## src/rtl/fsm_monitor_pkg.sv

```systemverilog
// Shared widths, transition-record type and saturating counter helper for the FSM state monitor.
// Latency: n/a (types and functions only).
// Backpressure: n/a.
package fsm_monitor_pkg;

    localparam int STATE_W       = 2;
    localparam int COUNT_W       = 16;
    localparam int LOG_DEPTH_DEF = 4;

    // One logged transition: where the FSM came from, where it went, and how
    // long it had sat in the source state before leaving.
    typedef struct packed {
        logic [STATE_W-1:0] from;
        logic [STATE_W-1:0] to;
        logic [COUNT_W-1:0] dwell;
    } log_entry_t;

    // Increment that sticks at the all-ones value of a w-bit counter.
    // Carried on 32 bits so any counter up to 32 bits wide can share it.
    function automatic logic [31:0] sat_inc(input logic [31:0] v, input int unsigned w);
        logic [31:0] max_v;
        max_v = (w >= 32) ? 32'hFFFF_FFFF : ((32'd1 << w) - 32'd1);
        return (v >= max_v) ? max_v : v + 32'd1;
    endfunction

endpackage

```

## src/rtl/fsm_state_monitor_if.sv

```systemverilog
// Transition-log drain channel between the state monitor and its consumer (debug/CSR block).
// Latency: wires only.
// Backpressure: log_valid/log_ready; head entry held stable while valid and not ready.
// Ports: log_valid, log_from, log_to, log_dwell (monitor -> consumer); log_ready (consumer -> monitor).
interface fsm_state_monitor_if
    import fsm_monitor_pkg::*;
#(
    parameter int STATE_WIDTH = STATE_W,
    parameter int COUNT_WIDTH = COUNT_W
);
    logic                   log_valid;
    logic                   log_ready;
    logic [STATE_WIDTH-1:0] log_from;
    logic [STATE_WIDTH-1:0] log_to;
    logic [COUNT_WIDTH-1:0] log_dwell;

    modport master (
        output log_valid,
        output log_from,
        output log_to,
        output log_dwell,
        input  log_ready
    );

    modport slave (
        input  log_valid,
        input  log_from,
        input  log_to,
        input  log_dwell,
        output log_ready
    );
endinterface

```

## src/rtl/fsm_log_fifo.sv

```systemverilog
// Synchronous FIFO of transition records with flush.
// Latency: 1 cycle push-to-valid, no bypass; pop takes effect at the clock edge.
// Backpressure: push dropped when full unless a pop happens on the same edge; flush discards everything including a same-cycle push.
// Ports: clk, rst (async active-low), push_vld/push_dat/full, pop_vld/pop_rdy/pop_dat, flush.
module fsm_log_fifo
    import fsm_monitor_pkg::*;
#(
    parameter type entry_t = log_entry_t,
    parameter int  DEPTH   = LOG_DEPTH_DEF
) (
    input  logic   clk,
    input  logic   rst,
    input  logic   push_vld,
    input  entry_t push_dat,
    output logic   full,
    output logic   pop_vld,
    input  logic   pop_rdy,
    output entry_t pop_dat,
    input  logic   flush
);
    localparam int AW = $clog2(DEPTH);
    localparam logic [AW:0] PTR_ONE = {{AW{1'b0}}, 1'b1};

    entry_t      mem [DEPTH];
    logic [AW:0] wr_q;
    logic [AW:0] rd_q;
    logic        empty;
    logic        pop_fire;
    logic        push_fire;

    // Extra pointer MSB tells a full ring from an empty one.
    assign empty     = (wr_q == rd_q);
    assign full      = (wr_q[AW] != rd_q[AW]) && (wr_q[AW-1:0] == rd_q[AW-1:0]);
    assign pop_vld   = !empty;
    assign pop_fire  = pop_vld && pop_rdy;
    // When full, a simultaneous pop frees the slot the push is about to fill.
    assign push_fire = push_vld && !flush && (!full || pop_fire);

    // Head is forced to zero while empty so the record outputs read 0 out of reset.
    assign pop_dat = pop_vld ? mem[rd_q[AW-1:0]] : '0;

    always_ff @(posedge clk or negedge rst) begin
        if (!rst) begin
            wr_q <= '0;
            rd_q <= '0;
        end else if (flush) begin
            wr_q <= '0;
            rd_q <= '0;
        end else begin
            if (push_fire) wr_q <= wr_q + PTR_ONE;
            if (pop_fire)  rd_q <= rd_q + PTR_ONE;
        end
    end

    always_ff @(posedge clk) begin
        if (push_fire) mem[wr_q[AW-1:0]] <= push_dat;
    end
endmodule

```

## src/rtl/fsm_state_monitor.sv

```systemverilog
// Watches a registered FSM state: dwell/transition counters, sticky timeout and overflow, transition log FIFO.
// Latency: change seen the cycle the new state is visible; its log record is valid one cycle later.
// Backpressure: log drained via valid/ready; records arriving at a full log are dropped and flagged in overflow.
// Ports: clk, rst (async active-low), state, clear, timeout_limit, dwell_count, transition_count,
//        timeout, timeout_state, overflow, log_if (master: log_valid/log_ready/log_from/log_to/log_dwell).
module fsm_state_monitor
    import fsm_monitor_pkg::*;
#(
    parameter int                     STATE_WIDTH = STATE_W,
    parameter int                     COUNT_WIDTH = COUNT_W,   // up to 32
    parameter int                     LOG_DEPTH   = LOG_DEPTH_DEF,
    parameter logic [STATE_WIDTH-1:0] RESET_STATE = '0
) (
    input  logic                   clk,
    input  logic                   rst,
    input  logic [STATE_WIDTH-1:0] state,
    input  logic                   clear,
    input  logic [COUNT_WIDTH-1:0] timeout_limit,
    output logic [COUNT_WIDTH-1:0] dwell_count,
    output logic [COUNT_WIDTH-1:0] transition_count,
    output logic                   timeout,
    output logic [STATE_WIDTH-1:0] timeout_state,
    output logic                   overflow,
    fsm_state_monitor_if.master    log_if
);
    // Record type sized from this instance's parameters rather than package defaults.
    typedef struct packed {
        logic [STATE_WIDTH-1:0] from;
        logic [STATE_WIDTH-1:0] to;
        logic [COUNT_WIDTH-1:0] dwell;
    } entry_t;

    logic [STATE_WIDTH-1:0] prev_q;
    logic [COUNT_WIDTH-1:0] dwell_q, dwell_d;
    logic [COUNT_WIDTH-1:0] trans_q, trans_d;
    logic                   timeout_q, timeout_d;
    logic [STATE_WIDTH-1:0] tstate_q, tstate_d;
    logic                   overflow_q, overflow_d;
    logic                   change;
    logic                   timeout_hit;
    logic [COUNT_WIDTH:0]   dwell_plus1;
    logic                   fifo_full;
    logic                   fifo_vld;
    logic                   fifo_pop;
    entry_t                 push_dat;
    entry_t                 head_dat;

    assign change   = (state != prev_q);
    assign fifo_pop = fifo_vld && log_if.log_ready;

    // One bit wider so a saturated dwell can never wrap onto a small limit.
    assign dwell_plus1 = {1'b0, dwell_q} + {{COUNT_WIDTH{1'b0}}, 1'b1};
    // Exact-equality compare: lowering the limit below the current dwell
    // does not fire until the next visit.
    assign timeout_hit = !change && (timeout_limit != '0) && !timeout_q &&
                         (dwell_plus1 == {1'b0, timeout_limit});

    // The record carries the dwell of the state being left, before it is zeroed.
    assign push_dat = '{from: prev_q, to: state, dwell: dwell_q};

    always_comb begin
        dwell_d    = dwell_q;
        trans_d    = trans_q;
        timeout_d  = timeout_q;
        tstate_d   = tstate_q;
        overflow_d = overflow_q;

        if (change) dwell_d = '0;
        else        dwell_d = COUNT_WIDTH'(sat_inc(32'(dwell_q), COUNT_WIDTH));

        if (clear) begin
            trans_d    = '0;
            timeout_d  = 1'b0;
            overflow_d = 1'b0;
        end else begin
            if (change) trans_d = COUNT_WIDTH'(sat_inc(32'(trans_q), COUNT_WIDTH));
            if (timeout_hit) begin
                timeout_d = 1'b1;
                tstate_d  = state;
            end
            if (change && fifo_full && !fifo_pop) overflow_d = 1'b1;
        end
    end

    always_ff @(posedge clk or negedge rst) begin
        if (!rst) begin
            prev_q     <= RESET_STATE;
            dwell_q    <= '0;
            trans_q    <= '0;
            timeout_q  <= 1'b0;
            tstate_q   <= '0;
            overflow_q <= 1'b0;
        end else begin
            prev_q     <= state;
            dwell_q    <= dwell_d;
            trans_q    <= trans_d;
            timeout_q  <= timeout_d;
            tstate_q   <= tstate_d;
            overflow_q <= overflow_d;
        end
    end

    fsm_log_fifo #(
        .entry_t (entry_t),
        .DEPTH   (LOG_DEPTH)
    ) u_log_fifo (
        .clk      (clk),
        .rst      (rst),
        .push_vld (change),
        .push_dat (push_dat),
        .full     (fifo_full),
        .pop_vld  (fifo_vld),
        .pop_rdy  (log_if.log_ready),
        .pop_dat  (head_dat),
        .flush    (clear)
    );

    assign dwell_count      = dwell_q;
    assign transition_count = trans_q;
    assign timeout          = timeout_q;
    assign timeout_state    = tstate_q;
    assign overflow         = overflow_q;

    assign log_if.log_valid = fifo_vld;
    assign log_if.log_from  = head_dat.from;
    assign log_if.log_to    = head_dat.to;
    assign log_if.log_dwell = head_dat.dwell;
endmodule
```

## src/flat_wrapper.sv

```systemverilog
// flat-port wrapper written by rule: the top's interface ports become plain ports
module fsm_state_monitor_flat import fsm_monitor_pkg::*;
#(
    parameter int                     STATE_WIDTH = STATE_W,
    parameter int                     COUNT_WIDTH = COUNT_W,              
    parameter int                     LOG_DEPTH   = LOG_DEPTH_DEF,
    parameter logic [STATE_WIDTH-1:0] RESET_STATE = '0
)
  (clk, rst, state, clear, timeout_limit, dwell_count, transition_count, timeout, timeout_state, overflow, log_if_log_valid, log_if_log_from, log_if_log_to, log_if_log_dwell, log_if_log_ready);
  fsm_state_monitor_if #(.STATE_WIDTH(STATE_WIDTH), .COUNT_WIDTH(COUNT_WIDTH)) log_if_i ();
  input  logic clk;
  input  logic rst;
  input  logic [STATE_WIDTH-1:0] state;
  input  logic clear;
  input  logic [COUNT_WIDTH-1:0] timeout_limit;
  output logic [COUNT_WIDTH-1:0] dwell_count;
  output logic [COUNT_WIDTH-1:0] transition_count;
  output logic timeout;
  output logic [STATE_WIDTH-1:0] timeout_state;
  output logic overflow;
  output wire logic [$bits(log_if_i.log_valid)-1:0] log_if_log_valid;
  output wire logic [$bits(log_if_i.log_from)-1:0] log_if_log_from;
  output wire logic [$bits(log_if_i.log_to)-1:0] log_if_log_to;
  output wire logic [$bits(log_if_i.log_dwell)-1:0] log_if_log_dwell;
  input wire logic [$bits(log_if_i.log_ready)-1:0] log_if_log_ready;
  assign log_if_log_valid = log_if_i.log_valid;
  assign log_if_log_from = log_if_i.log_from;
  assign log_if_log_to = log_if_i.log_to;
  assign log_if_log_dwell = log_if_i.log_dwell;
  assign log_if_i.log_ready = log_if_log_ready;
  fsm_state_monitor #(.STATE_WIDTH(STATE_WIDTH), .COUNT_WIDTH(COUNT_WIDTH), .LOG_DEPTH(LOG_DEPTH), .RESET_STATE(RESET_STATE)) u_core (.clk(clk), .rst(rst), .state(state), .clear(clear), .timeout_limit(timeout_limit), .dwell_count(dwell_count), .transition_count(transition_count), .timeout(timeout), .timeout_state(timeout_state), .overflow(overflow), .log_if(log_if_i));
endmodule
```

## config.mk

```make
export PLATFORM = sky130hd
export DESIGN_NAME = fsm_state_monitor_flat
export DESIGN_NICKNAME = d
export VERILOG_FILES = /design/src/rtl/fsm_monitor_pkg.sv /design/src/rtl/fsm_state_monitor_if.sv /design/src/rtl/fsm_log_fifo.sv /design/src/rtl/fsm_state_monitor.sv /design/src/flat_wrapper.sv
export SDC_FILE = /design/constraint.sdc
export NUM_CORES = 1
export LEC_CHECK = 0
export ABC_AREA = 1
export CORE_ASPECT_RATIO = 1.4
export CORE_MARGIN = 2
export CORE_UTILIZATION = 33
export DETAILED_ROUTE_END_ITERATION = 8
export GPL_TIMING_DRIVEN = 1
export PLACE_DENSITY_LB_ADDON = 0.1
export SYNTH_ARGS = -nofsm -noshare
export SYNTH_HDL_FRONTEND = slang
export SYNTH_SLANG_ARGS = --single-unit
export TNS_END_PERCENT = 5
```

## constraint.sdc

```tcl
create_clock -name clk -period 2.8 [get_ports clk]
set_input_delay 0.56 -clock clk [delete_from_list [all_inputs] [get_ports clk]]
set_output_delay 0.56 -clock clk [all_outputs]
set_load 0.02 [all_outputs]
```

==> results of run 1 <==
-- cell families after synthesis --
logic type,share of synthesized area [%]
AO/OA/AOI/OAI,11.2
XOR/XNOR,1.32
adder cells (fa/ha/maj),1.47
buffers and inverters,6.30
flip-flops,58.8
multiplexers,0.168
AND/OR/NAND/NOR,20.7
-- placed cells by master, fill, tap and decap left out, drive strengths merged, types with 14 or more instances in the layout --
master,instances
inv,84
buf,19
o21ai,71
a21oi,14
edfxtp,80
clkbuf,19
clkdlybuf4s50,66
nand2,138
dfrtp,44
o22ai,20
nand3,33
nor2,91
-- layout make-up --
class,count,area share (%)
Multi-Input combinational cell,420,26.5
Inverter,82,3.91
Tap cell,240,3.82
Sequential cell,124,44.6
Timing Repair Buffer,96,13.1
Clock buffer,19,5.76
Clock inverter,13,2.37
-- flip-flops by register name, indices dropped and copies added, names as in the netlist, 2 cells and up --
name / cells
u_core.u_log_fifo.mem: 80
u_core.dwell_count: 16
u_core.transition_count: 16
u_core.u_log_fifo.rd_q: 3
u_core.u_log_fifo.wr_q: 3
u_core.prev_q: 2
u_core.timeout_state: 2
-- timing repair --
| item | 4_1_cts | 5_1_grt |
|---|---|---|
| resized for setup | 1 | 15 |
| endpoints found under the hold margin | 0 | 0 |
| setup endpoints to repair | 3 | 20 |
-- power by group through the flow --
stage               registers, mW  logic [mW]  clock network (mW)
global placement             2.14        1.36                   0
finish                       2.11        1.34                2.35
CTS                          2.11        1.37                2.40
detailed placement           2.14        1.37                   0
floorplan                    2.14       0.727                   0
global route                 2.12        1.47                2.47
-- through the flow --
stage / setup WS [ns] / hold slack, ns / cells / utilization, %
floorplan: 0.218 / 0.264 / 644 / -
global placement: 0.200 / 0.479 / 962 / 40.2
detailed placement: 0.177 / 0.479 / 962 / 40.2
CTS: 0.00231 / 0.218 / 994 / 43.8
global route: 0.00139 / 0.234 / 994 / 44.0
finish: 0.118 / 0.211 / 994 / 44.0
-- layer usage --
layer  vias to the layer above  wire, um  share of wire, %  global-route usage, %
li1                       2371         -                 -                      -
met1                      2280      6630                42                   19.7
met2                        90      8440                53                   32.1
met3                        15       487               3.1                   3.01
met4                         0       229               1.5                   5.75
met5                         -         0                 0                      0
-- worst max-delay path by stage --
| stage | end | cells after the start |
|---|---|---|
| 2_1_floorplan | u_core.u_log_fifo.mem[3][0] | 7 |
| 3_3_place_gp | u_core.u_log_fifo.mem[3][1] | 8 |
| 6_report | log_if_log_dwell[1] | 7 |
| 4_1_cts | log_if_log_dwell[8] | 7 |
| 5_1_grt | log_if_log_dwell[0] | 7 |
| 3_5_place_dp | u_core.u_log_fifo.mem[2][5] | 8 |
==> flow_metrics.tcl, run 1 <==
set metrics [dict create \
    grt_remaining_overflow 0 \
    p_leak_nw 3.34 \
    p_comb_share_pct 23.0 \
    cpMaxStageDelayCell "clkdlybuf4s50_1" \
    p_sw_share_pct 28.6 \
    final_nets 770 \
    cts_made_buffers 17 \
    r2r_start "u_core.dwell_count[1]" \
    avgSynthCellArea_um2 9.25 \
    crit_chain "inv_2 -> buf_12 -> o21ai_0 -> o22ai_1 -> nand2_1 -> inv_1 -> clkdlybuf4s50_1" \
    critPathRequiredTime_ns 2.24 \
    ir_drop_mv 0.374 \
    syn_inst 644 \
    final_area_um2 7860 \
    yosys-top-cells-count "135 x nand2_1, 80 x edfxtp_1, 80 x nor2_1" \
    die_h_um 163 \
    yosysTopAreaCellShare_pct 40.3 \
    clk_path_buf_depth 2 \
    r2r_slack_ns 0.55 \
    syn_nets 673 \
    start_kind "flip-flop" \
    synth.area.top_cells "edfxtp_1 40%, dfrtp_1 18%, nand2_1 8.5%" \
    cp.arrival_ns 2.12 \
    synth_top_cell_by_area "edfxtp_1" \
    switchingPower_mw 1.66 \
    power_density_nw_per_um2 737 \
    regToRegEndpoint "u_core.timeout_state[1]" \
    grt_max_degree 43 \
    reg2regPathDepth 14 \
    wire_per_inst_um 15.9 \
    ios 79 \
    path_max_fanout 42 \
    endpoint_kind "primary output" \
    period_minus_slack_ns 2.68 \
    relSlewSlack_pct 51.9 \
    syn_area_um2 5960 \
    vias 4756 \
    final_layout_size_suffix_gt1_share_pct 10.3 \
    drc 0 \
    drt-initial-drc-count 216 \
    synth-seq-cells 124 \
    synth-seq-area-share_pct 58.8 \
    fin_skew_ns 0.0133 \
    clockRootBuffer "clkbuf_16" \
    ctsHoldBuffers 0 \
    h-tree-depth 4 \
    max_freq_mhz 373 \
    grt_pass1_vias 5007 \
    finalMaxSlewViolations 0 \
    p_seq_share_pct 36.3 \
    setup_viol 0 \
    placed_area_um2 7180 \
    antenna_found_initial 0 \
    cts_sinks 124 \
    area_growth_pct 32.0 \
    antenna_left 0 \
    multi_input_area_um2 2080 \
    p_clk_share_pct 40.6 \
    num_rows 58 \
    power_mw 5.80 \
    cp_slowest_stage_delay_ns 0.59 \
    routed_wl_mm 15.8 \
    nFillCells 1820 \
    gp_congestion 0.804 \
    synthArstFlopShare_pct 35.5 \
    crit_start "u_core.u_log_fifo.rd_q[0]" \
    synth_cell_types 35 \
    chipWidth_um 118 \
    hold_viol_final 0 \
    power.internal_mw 4.14 \
    track_usage_pct 17.1 \
    crit_type "flip-flop to primary output" \
    core_um2 17900 \
    status "completed" \
    yosysMostFrequentCell "nand2_1" \
    first_pass_iters 4 \
    cts_tree "yes" \
    critPathBufInv 4 \
    grt_pass1_wl_mm 25.6 \
    post_cts_buffers 0 \
    regArea_um2 3500 \
    finalCritPeriodShare_pct 95.8 \
    rsz0062_at_grt "false" \
    synth-warning-count 0 \
    fin_tns_setup_ns 0 \
    synth_top_flop_cell "edfxtp_1" \
    vias_per_cell 4.78 \
    critPathTopFamily "buffers and inverters" \
    synth_edf_count 80 \
    antennaDiodeCount 0 \
    clk_pin_slew_ns 0.06 \
    clock_latency_ns 0.40 \
    hold_class "input pin to async pin" \
    port_buffers 78 \
    initial_core_util_pct 33.4 \
    tightest_slew_ns 0.722 \
    die_area_um2 19200 \
    hpwlAfterDp_mm 10.9 \
    maxCapViolations 0 \
]
Note: power is estimated with default switching activity, not from simulation.
==> run 2, diff against run 1 <==
- clock period: 2.8 -> 2.2 ns (I/O delays scaled with it)
==> run 2 against run 1 <==
Routed wire length grew 4.0%. Sequential cell count is the same. Non-clock buffer count is 34 higher. First-iteration DRC count decreased by 22%. Register-to-register slack worse by 0.36 ns. Via count increased by 2.7%.
==> flow_metrics.tcl, run 2 (synthesis results as in run 1) <==
set metrics [dict create \
    status "completed" \
    vias 4886 \
    h-tree-depth 4 \
    maxCapViolations 0 \
    critPathRequiredTime_ns 1.76 \
    antennaDiodeCount 0 \
    layout_commonest_cell "nand2_1" \
    area_growth_pct 36.9 \
    r2r_start "u_core.dwell_count[3]" \
    antenna_found_initial 0 \
    first_pass_iters 4 \
    fin_tns_setup_ns 0 \
    clock_latency_ns 0.41 \
    wire_per_inst_um 16.0 \
    die_area_um2 19200 \
    hold_class "input pin to async pin" \
    cts_made_buffers 17 \
    final_area_um2 8160 \
    worst_slack_ns 0.00500 \
    finalCritPeriodShare_pct 99.8 \
    vias_per_cell 4.75 \
    r2r_slack_ns 0.19 \
    ir_drop_mv 0.419 \
    start_kind "flip-flop" \
    setup_viol 0 \
    dp_worst_setup_slack_ns -0.128 \
    cp_slowest_stage_delay_ns 0.44 \
    clk_path_buf_depth 2 \
    cp.arrival_ns 1.75 \
    reg2regPathDepth 12 \
    power_density_nw_per_um2 901 \
    fin_skew_ns 0.0102 \
    critPathBufInv 6 \
    grt_pass1_wl_mm 25.8 \
    final_nets 804 \
    track_usage_pct 17.4 \
    hold_viol_final 0 \
    critPathTopFamily "buffers and inverters" \
    initial_core_util_pct 33.4 \
    chipWidth_um 118 \
    drt-initial-drc-count 169 \
    max_freq_mhz 456 \
    regToRegEndpoint "u_core.timeout_state[1]" \
    tightest_slew_ns 0.462 \
    finalMaxSlewViolations 0 \
    period_minus_slack_ns 2.19 \
    final_cell_mix "131 x nand2_1, 80 x edfxtp_1, 74 x nor2_1" \
    cts_tree "yes" \
    num_rows 58 \
    die_h_um 163 \
    placed_area_um2 7360 \
    largest_reg_flops 80 \
    path_max_fanout 7 \
    relSlewSlack_pct 69.2 \
    antenna_left 0 \
    grt_pass1_vias 4989 \
    grt_max_degree 27 \
    cp_common_cell "buf_6" \
    hpwlAfterDp_mm 11.3 \
    rsz0062_at_grt "true" \
    final_layout_size_suffix_gt1_share_pct 19.5 \
    drc 0 \
    clockRootBuffer "clkbuf_16" \
    cts_sinks 124 \
    ios 79 \
    p_leak_nw 3.41 \
    gp_congestion 0.843 \
    grt_remaining_overflow 0 \
    port_buffers 78 \
    core_um2 17900 \
    endpoint_kind "primary output" \
    clk_pin_slew_ns 0.06 \
    routed_wl_mm 16.4 \
    crit_chain "inv_4 -> buf_8 -> buf_6 -> clkbuf_16 -> nor2_1 -> o22ai_1 -> nand2_1 -> inv_1 -> buf_6" \
    crit_type "flip-flop to primary output" \
    cpMaxStageDelayCell "dfrtp_2" \
]
[run 2: cell types whose count changed in the layout (fill, tap and decap cells not counted), sizes merged]
cell,change
dlymetal6s2s,-11
clkinv,+5
bufinv,-3
clkdlybuf4s50,-10
dlygate4sd3,+1
inv,-2
clkinvlp,+1
clkbuf,+2
buf,+51
[run 2: layout make-up]
type,instances,area [um^2]
repair buffers,130,1340
clock inverters,14,124
flip-flops and latches,124,3510
well taps,240,300
clock buffers,18,429
multi-input cells,420,2150
fillers,1750,9700
inverters,82,310
[run 2: how the worst max path moves through the flow]
stage               slack (ns)  cells after the start                       from                           to
floorplan                -0.22                      7                   state[0]  u_core.u_log_fifo.mem[0][0]
global placement         -0.12                      8                   state[0]  u_core.u_log_fifo.mem[3][5]
detailed placement       -0.13                      8                   state[0]  u_core.u_log_fifo.mem[0][1]
CTS                      -0.12                      9  u_core.u_log_fifo.rd_q[0]         log_if_log_dwell[14]
global route             -0.09                      9  u_core.u_log_fifo.rd_q[0]             log_if_log_to[0]
finish                   0.005                      9  u_core.u_log_fifo.rd_q[0]         log_if_log_dwell[12]
[run 2: repair_timing]
| action | CTS | global route |
|---|---|---|
| gates resized for setup | 95 | 60 |
| setup buffers | 4 | 3 |
| hold endpoints to repair | 16 | 0 |
| endpoints found under the setup margin | 21 | 23 |
| hold buffers | 1 | 0 |
| pin swaps | 2 | 17 |
| gates cloned | 1 | 3 |
[run 2: layer usage]
| metal | share of wire, % | global-route usage, % | vias up |
|---|---|---|---|
| met4 | 2.4 | 7.50 | 0 |
| met3 | 2.6 | 3.85 | 17 |
| li1 | - | - | 2425 |
| met5 | 0 | 0 | - |
| met1 | 42 | 19.8 | 2353 |
| met2 | 53 | 31.6 | 91 |
[run 2: worst register-to-register path, delay by kind of cell, from the launching register on]
kind	cells	cell delay [ns]
and+or+nand+nor	9	1.05
DFF	1	0.55
buffers and inverters	2	0.12
xor gates and xnor gates	1	0.19
[run 2: report_power, final]
part / switching (mW) / total, mW / internal (mW) / leakage (nW)
logic: 1.16 / 2.09 / 0.924 / 1.80
registers: 0.0534 / 2.68 / 2.62 / 1.35
clock network: 1.04 / 2.59 / 1.55 / 0.262
[run 2: metrics by stage]
| stage | hold slack [ns] | cells | power (mW) | utilization (%) |
|---|---|---|---|---|
| 2_1_floorplan | 0.144 | 644 | 3.65 | - |
| 3_3_place_gp | 0.414 | 984 | 4.54 | 41.2 |
| 3_5_place_dp | 0.420 | 984 | 4.56 | 41.2 |
| 4_1_cts | 0.488 | 1022 | 7.16 | 44.3 |
| 5_1_grt | 0.526 | 1028 | 7.71 | 45.7 |
| 6_report | 0.500 | 1028 | 7.35 | 45.7 |
